`config.mk`:
```
export PLATFORM = sky130hd
export DESIGN_NAME = div_result_stage
export DESIGN_NICKNAME = d
export VERILOG_FILES = /design/src/rtl/div_pkg.sv /design/src/rtl/div_result_fifo.sv /design/src/rtl/div_result_stage.sv
export SDC_FILE = /design/constraint.sdc
export NUM_CORES = 1
export LEC_CHECK = 0
export BUFFER_PORTS_ARGS = -buffer_cell sky130_fd_sc_hd__buf_4
export CAP_MARGIN = 10
export CORE_MARGIN = 2
export CORE_UTILIZATION = 53
export DETAILED_ROUTE_END_ITERATION = 12
export PLACE_DENSITY = 0.79
export SYNTH_ARGS = -nofsm -noshare
export SYNTH_HDL_FRONTEND = slang
export SYNTH_SLANG_ARGS = --single-unit
```
`constraint.sdc`:
```
create_clock -name clk -period 2.9 [get_ports clk]
set_input_delay 0.435 -clock clk [delete_from_list [all_inputs] [get_ports clk]]
set_output_delay 0.435 -clock clk [all_outputs]
set_load 0.01 [all_outputs]
```
`src/rtl/div_pkg.sv`:
```
// rtl/div_pkg.sv - shared types and remainder correction for the divider result path
package div_pkg;

  localparam int DIV_N = 4;

  typedef struct packed {
    logic [DIV_N-1:0] q;
    logic [DIV_N-1:0] r;
    logic             dz;
  } div_result_t;

  // Non-restoring division leaves a negative partial remainder one divisor short;
  // adding the divisor back restores the true remainder.
  function automatic logic [DIV_N-1:0] div_correct(input logic [DIV_N:0]   pr,
                                                   input logic [DIV_N-1:0] d);
    logic [DIV_N:0] sum;
    sum = pr + {1'b0, d};
    return pr[DIV_N] ? sum[DIV_N-1:0] : pr[DIV_N-1:0];
  endfunction

endpackage

```
`src/rtl/div_result_fifo.sv`:
```
// rtl/div_result_fifo.sv - in-order result FIFO with occupancy count
module div_result_fifo
  import div_pkg::*;
#(
  parameter  int DEPTH = 2,
  localparam int AW    = (DEPTH > 1) ? $clog2(DEPTH) : 1,
  localparam int CW    = $clog2(DEPTH + 1)
) (
  input  logic          clk,
  input  logic          rst_n,
  input  logic          push,
  input  div_result_t   din,
  input  logic          pop,
  output div_result_t   dout,
  output logic          full,
  output logic          empty,
  output logic [CW-1:0] count
);

  generate
    if ((DEPTH < 2) || ((DEPTH & (DEPTH - 1)) != 0)) begin : g_bad_depth
      $error("div_result_fifo: DEPTH must be a power of 2 and at least 2");
    end
  endgenerate

  div_result_t   mem [DEPTH];
  logic [AW-1:0] wr_ptr;
  logic [AW-1:0] rd_ptr;
  logic          do_push;
  logic          do_pop;

  // A full FIFO refuses pushes even if a pop happens in the same cycle.
  assign full    = (count == CW'(DEPTH));
  assign empty   = (count == '0);
  assign do_push = push && !full;
  assign do_pop  = pop && !empty;
  assign dout    = mem[rd_ptr];

  // Storage needs no reset: entries are only read once the count says they are valid.
  always_ff @(posedge clk) begin
    if (do_push) begin
      mem[wr_ptr] <= din;
    end
  end

  // Pointers wrap naturally because DEPTH is a power of 2.
  always_ff @(posedge clk) begin
    if (!rst_n) begin
      wr_ptr <= '0;
      rd_ptr <= '0;
      count  <= '0;
    end else begin
      if (do_push) wr_ptr <= wr_ptr + AW'(1);
      if (do_pop)  rd_ptr <= rd_ptr + AW'(1);
      if (do_push && !do_pop)      count <= count + CW'(1);
      else if (do_pop && !do_push) count <= count - CW'(1);
    end
  end

endmodule

```
`src/rtl/div_result_stage.sv`:
```
// rtl/div_result_stage.sv - remainder restoration, divide-by-zero flag and result queue
module div_result_stage
  import div_pkg::*;
#(
  parameter int N     = DIV_N,
  parameter int DEPTH = 2
) (
  input  logic         clk,
  input  logic         rst_n,
  input  logic         in_valid,
  output logic         in_ready,
  input  logic [N-1:0] in_q,
  input  logic [N:0]   in_pr,
  input  logic [N-1:0] in_d,
  output logic         out_valid,
  input  logic         out_ready,
  output logic [N-1:0] out_q,
  output logic [N-1:0] out_r,
  output logic         out_dz,
  output logic [7:0]   out_cnt
);

  localparam int CW = $clog2(DEPTH + 1);

  generate
    if (N != DIV_N) begin : g_bad_n
      $error("div_result_stage: N must match div_pkg::DIV_N");
    end
  endgenerate

  div_result_t   wr_data;
  div_result_t   head;
  logic          fifo_full;
  logic          fifo_empty;
  logic [CW-1:0] fifo_occupancy;
  logic          push;
  logic          pop;

  // Handshake flags come from the registered occupancy only, never from out_ready.
  assign in_ready  = !fifo_full;
  assign out_valid = (fifo_occupancy != '0);
  assign push      = in_valid && in_ready;
  assign pop       = out_valid && out_ready;

  // Build the finished result; a zero divisor bypasses correction and saturates q.
  always_comb begin
    wr_data    = '0;
    wr_data.dz = (in_d == '0);
    if (wr_data.dz) begin
      wr_data.q = '1;
      wr_data.r = in_pr[N-1:0];
    end else begin
      wr_data.q = in_q;
      wr_data.r = div_correct(in_pr, in_d);
    end
  end

  div_result_fifo #(
    .DEPTH (DEPTH)
  ) u_fifo (
    .clk   (clk),
    .rst_n (rst_n),
    .push  (push),
    .din   (wr_data),
    .pop   (pop),
    .dout  (head),
    .full  (fifo_full),
    .empty (fifo_empty),
    .count (fifo_occupancy)
  );

  // Present the head only while it is valid so stale storage never leaks out.
  always_comb begin
    out_q  = '0;
    out_r  = '0;
    out_dz = 1'b0;
    if (!fifo_empty) begin
      out_q  = head.q;
      out_r  = head.r;
      out_dz = head.dz;
    end
  end

  // Delivered-result counter, wraps modulo 256.
  always_ff @(posedge clk) begin
    if (!rst_n) begin
      out_cnt <= '0;
    end else if (pop) begin
      out_cnt <= out_cnt + 8'd1;
    end
  end

endmodule

```
-- After elaboration in Yosys (flattened, before gate mapping)
Memories as Yosys holds them, arrays and structs flattened. A register that Yosys moved wholly into a read port is not among the register bits.
Cells that the tools add are included.
- $add $sub $neg: 6
- equal/unequal tests: 1
- muxes and demuxes: 11
- reductions and logical operators: 14
- operator list (operator ; count):
    4-bit 2-to-1 mux ; 3
    8-bit by 1-bit adder with 8-bit output, second input constant ; 1
    8-bit 2-to-1 mux ; 1
    1-bit logical AND ; 6
    1-bit 2-to-1 mux ; 5
    4-bit adder ; 1
    1-bit zero test ; 4
    4-bit zero test ; 1
    2-bit 2-to-1 mux ; 2
    2-bit nonzero test ; 2
    1-bit adder, second input constant ; 2
    2-bit by 1-bit adder with 2-bit output, second input constant ; 1
    2-bit equality test, second input constant ; 1
    2-bit zero test ; 1
    2-bit by 1-bit subtractor with 2-bit output, second input constant ; 1
- register bits: 12
- bits in writable memories: 18
- input bits: 17
- output and inout bits: 19
- word-level logic and storage cells: 37
- memories kept: 1
- memory list (name ; depth ; bits a word ; rd ports ; clocked after memory_dff ; write ports ; line ; source):
    u_fifo.mem ; 2 ; 9 ; 1 ; 1 ; 1 ; div_result_fifo.sv:26 ; div_result_t mem [DEPTH];

-- Longest topological paths before layout
- depth after elaboration: 8
- mapped depth: 7
- depth with buffers taken out: 7

-- By module
Synthesis repeated with hierarchy kept, for this count alone.
- cells, all modules: 124
- area, all modules: 1522.7 sq um
- modules (own cells, without submodules) (module ; instances ; cells each ; area an instance (sq um) ; sequential area each (sq um)):
    div_result_fifo ; 1 ; 53 ; 880.8 ; 640.6
    div_result_stage ; 1 ; 71 ; 641.9 ; 160.2

-- Worst setup path before layout
Ideal clock, no wire load.
- path type: flip-flop to flip-flop
- start point: reg u_fifo.count[0]
- end point: reg u_fifo.count[1]
- library setup time: 0.076 ns
- arrival time: 1.522 ns
- required time: 2.824 ns
- setup slack: 1.303 ns
- cell stages (with the launch flop): 7
- path buffers: 0
- clock period less this slack: 1.597 ns
- cells stage by stage: dfxtp_1 > nand2b_1 > nand2_1 > inv_1 > ha_1 > or3_1 > a21boi_0
- cells in the longest elaborated chain, start to end: 7
- elaborated cells on any way between the ends: 18
- those cells by class: 2 x add/sub; 1 x eq/ne; 2 x mux; 13 x reduce/logical
- ends and longest elaborated chain (element ; line ; source):
    from (decl) ; div_result_fifo.sv:17 ; output logic [CW-1:0] count
    from (signal assigned) ; div_result_fifo.sv:55 ; if (do_push && !do_pop) count <= count + CW'(1);
    from (signal assigned) ; div_result_fifo.sv:56 ; else if (do_pop && !do_push) count <= count - CW'(1);
    2-bit equality test (*) ; div_result_fifo.sv:33 ; assign full = (count == CW'(DEPTH));
    1-bit zero test (*) ; div_result_stage.sv:40 ; assign in_ready = !fifo_full;
    named net in_ready ; div_result_stage.sv:11 ; output logic in_ready,
    1-bit logical AND ; div_result_stage.sv:42 ; assign push = in_valid && in_ready;
    1-bit logical AND (*) ; div_result_fifo.sv:35 ; assign do_push = push && !full;
    named net u_fifo.do_push ; div_result_fifo.sv:29 ; logic do_push;
    1-bit zero test ; div_result_fifo.sv:56 ;
    1-bit logical AND ; div_result_fifo.sv:56 ;
    2-bit nonzero test (no source line) ; n/a ;
The timed path passes the listed nets; every way through them passes the cells marked *. The select of a mux whose other input is x is not followed.
A chain may end at the register's enable or synchronous reset.

-- Worst setup path in the final report
- start point: reg u_fifo.count[0]
- end point: out out_q[0]
- cells in the longest elaborated chain, start to end: 2
- ends and longest elaborated chain (element ; line ; source):
    2-bit zero test ; div_result_fifo.sv:34 ; assign empty = (count == '0);
    4-bit 2-to-1 mux ; div_result_stage.sv:77 ; if (!fifo_empty) begin
    to (decl) ; div_result_stage.sv:17 ; output logic [N-1:0] out_q,
No other way between the ends.

==> impl_results.md <==
* Maximum vdd drop at 528 uV
* Synth top area share at between 30% and 40%
* M1 WL at about 1100 um
* Mean Syn Cell Area at 12.1 um2
* Site Rows at 19
* First-pass GRT wire length at 4520 um
* Initial antenna violation count at 0
* PortBufs at 35
* Post-synthesis adder-cell area fraction at under 10%
* Post-synth top area cell: edfxtp_1
* Final period util at between 60% and 70%
* Post-route setup TNS at 0 ns
* Uppermost layer routed: met4
* CP Capture Type: output port
* Tmin final at ~2.0 ns
* Synth Area in Simple Gates at between 10% and 20%
* Sequential area share after synthesis at a little over half
* Worst-path maximum fanout at 10
* Crit path DAT at around 1.6 ns
* Post-synthesis cell type count at 30
* Design Power at approximately 1400 uW
* Top cells by area, synth: edfxtp_1 (37%), dfxtp_1 (18%), mux2i_1 (6.2%)
* MaxCap Viol Count at 0
* Unrepaired setup endpoints after global routing: false
* Vias per cell at between 5 and 6
* Average wire per cell in the routed design at 13.3 um
* Post-synth EDFFs at 18
* Syn. warnings at 0
* Die Height at ~57 um
* Htree depth at 2
* Ant diodes at 0
* TritonCTS clock tree: built
* Ys flop type: edfxtp_1
* Area of the core at 2690 um2
* Worst-Skew Late Latency at 0.33 ns
* Cells along the critical path: nor2_1 -> nor2_1 -> buf_4
* Max-slew violations at 0
* Layout cell share with drive strength beyond 1 at about 33%
* Worst Skew at just over 0.006 ns
* Final #Nets at between 150 and 200
* Post-route ant nets at 0
* Met3 Routed Length at ~140 um
* CP Launch Type: flop
* Drt pass-1 iters at 3
* Clock Sinks at 31
* CTS-repair resized insts at 0
* Worst Path Required at ~2.5 ns
* Gate count after technology mapping at between 100 and 150
* Worst path max stage delay at around 0.54 ns
* CTS clk-pin slew, worst paths at about 0.1 ns
* Root Driver: clkbuf_4
* # IOs at 36
* Outcome: complete, no violations
* Area Growth Syn to Fin at 25.3%
* Async SR Flop Fraction at 0%
* GRT Total Usage at 18.7%
* Yosys reg bits at 31
* Vias at between 900 and 1000
* Max transition margin at 49.3%
* DRC errors left at 0
* Total CTS buffers at 5
* Worst slew pin tran at ~0.76 ns
* Pwr Density at between 700 and 800 nW/um2
* GP Congestion at 0.741
* Grt ovf at 0
* Worst hold-check slack at 0.377 ns
* Max Clock Freq at between 0.5 and 0.6 GHz
* Die Width at ~57 um
* Static Leak at ~0.00076 uW
* Largest family of logic cells by synthesized area: simple AND/OR/NAND/NOR gates
* Final setup vio count at 0
* Syn Std Cell Area at around 1500 um2
* Total wire length at between 2000 and 3000 um
* Post-CTS setup buffer count at 0
* Die Area at roughly 3200 um2
* Vias in the first global route at between 900 and 1000
* Hold Buf Count CTS at 0
* Cell mode on critical path: nor2_1
* CP max-delay cell: nor2_1
* Detailed router's first-iteration violation count at 27
* Largest net degree at the start of global routing at 14
* Post-Syn Nets at between 100 and 150
* Deepest clock path buffer count at 2
* Worst hold path type: input pin to flop
* Detail Placement HPWL at about 2000 um
* Final Hold Vio Count at 0
* Initial Utilization at between 50% and 60%
* Mux cell area share after synthesis at around 7.7%
* XOR/XNOR Fraction of Synth Area at about 7.2%
* Compound-Gate Fraction of Synth Area at 4.45%
* CP Class: flop to output port
* WL met2 at 1330 um
-- layout make-up --
type	instances	area [um2]
Timing Repair Buffer	35	263
Tap cell	31	38.8
Inverter	3	13.8
Clock buffer	5	37.5
Multi-Input combinational cell	85	638
Fill cell	214	856
Sequential cell	31	801
Clock inverter	3	38.8
-- report_power, final --
part	leakage, uW	internal (uW)	switching, uW
clock network	0.0000426	177	144
registers	0.000274	549	63.1
logic	0.000439	238	230
-- placed cells by master (no fill, tap or decap), drive strengths merged, types with 5 or more instances in the layout --
cell type  netlist  layout
and2            10      10
buf              1      35
clkbuf           1       5
dfxtp           13      13
edfxtp          18      18
ha               5       5
mux2i            9       9
nand2            6       6
nor2            11      11
xnor2            8       8
-- path summary, 6_finish.rpt --
check,startpoint,to,slack [ns],cells after the start
max reg2reg,u_fifo.count[0],u_fifo.count[1],1.19,6
min,in_q[3],u_fifo.mem[0][8],0.38,2
min reg2reg,out_cnt[1],out_cnt[1],0.51,2
max,u_fifo.count[0],out_q[0],0.91,3
-- registers in the layout (all words and copies together), names as in the netlist, named ones only --
signal	count
u_fifo.rd_ptr	1
u_fifo.mem	18
u_fifo.count	2
u_fifo.wr_ptr	1
out_cnt	8
-- synth_stat cells (all sizes together) (3+ instances only) --
library cell and n:
a21boi 4, and2 10, dfxtp 13, edfxtp 18
ha 5, inv 3, mux2i 9, nand2 6
nand4 3, nor2 11, nor3 3, o21ai 3
or2 4, xnor2 8, xor2 4
-- critical path: cells and delay by family (launching register included) --
family / cells / cell delay, ns
buffers and inverters: 1 / 0.18
AND/OR/NAND/NOR: 2 / 0.67
flip-flops: 1 / 0.38
-- stage by stage --
stage	utilization [%]	instance area, um2	instances	setup WS [ns]
global placement	65.3	1750	185	1.07
global route	68.1	1830	193	0.734
detailed placement	65.3	1750	185	1.03
finish	68.1	1830	193	0.911
CTS	68.1	1830	193	0.873
floorplan	-	1460	121	1.30
-- cells by family (layout without fill, tap and decap cells) --
| logic type | after synthesis | after routing |
|---|---|---|
| flops | 31 | 31 |
| buf+inv | 5 | 46 |
| simple gates | 47 | 47 |
| fa+ha+maj | 6 | 6 |
| mux | 11 | 11 |
| compound gates | 9 | 9 |
| xor+xnor | 12 | 12 |
-- metal layers --
metal | GRT usage, % | up-vias
li1 | - | 501
met1 | 22.0 | 468
met2 | 31.1 | 22
met3 | 6.91 | 7
met4 | 7.14 | 0
met5 | 0 | -
(Power assumes the default switching activity.)
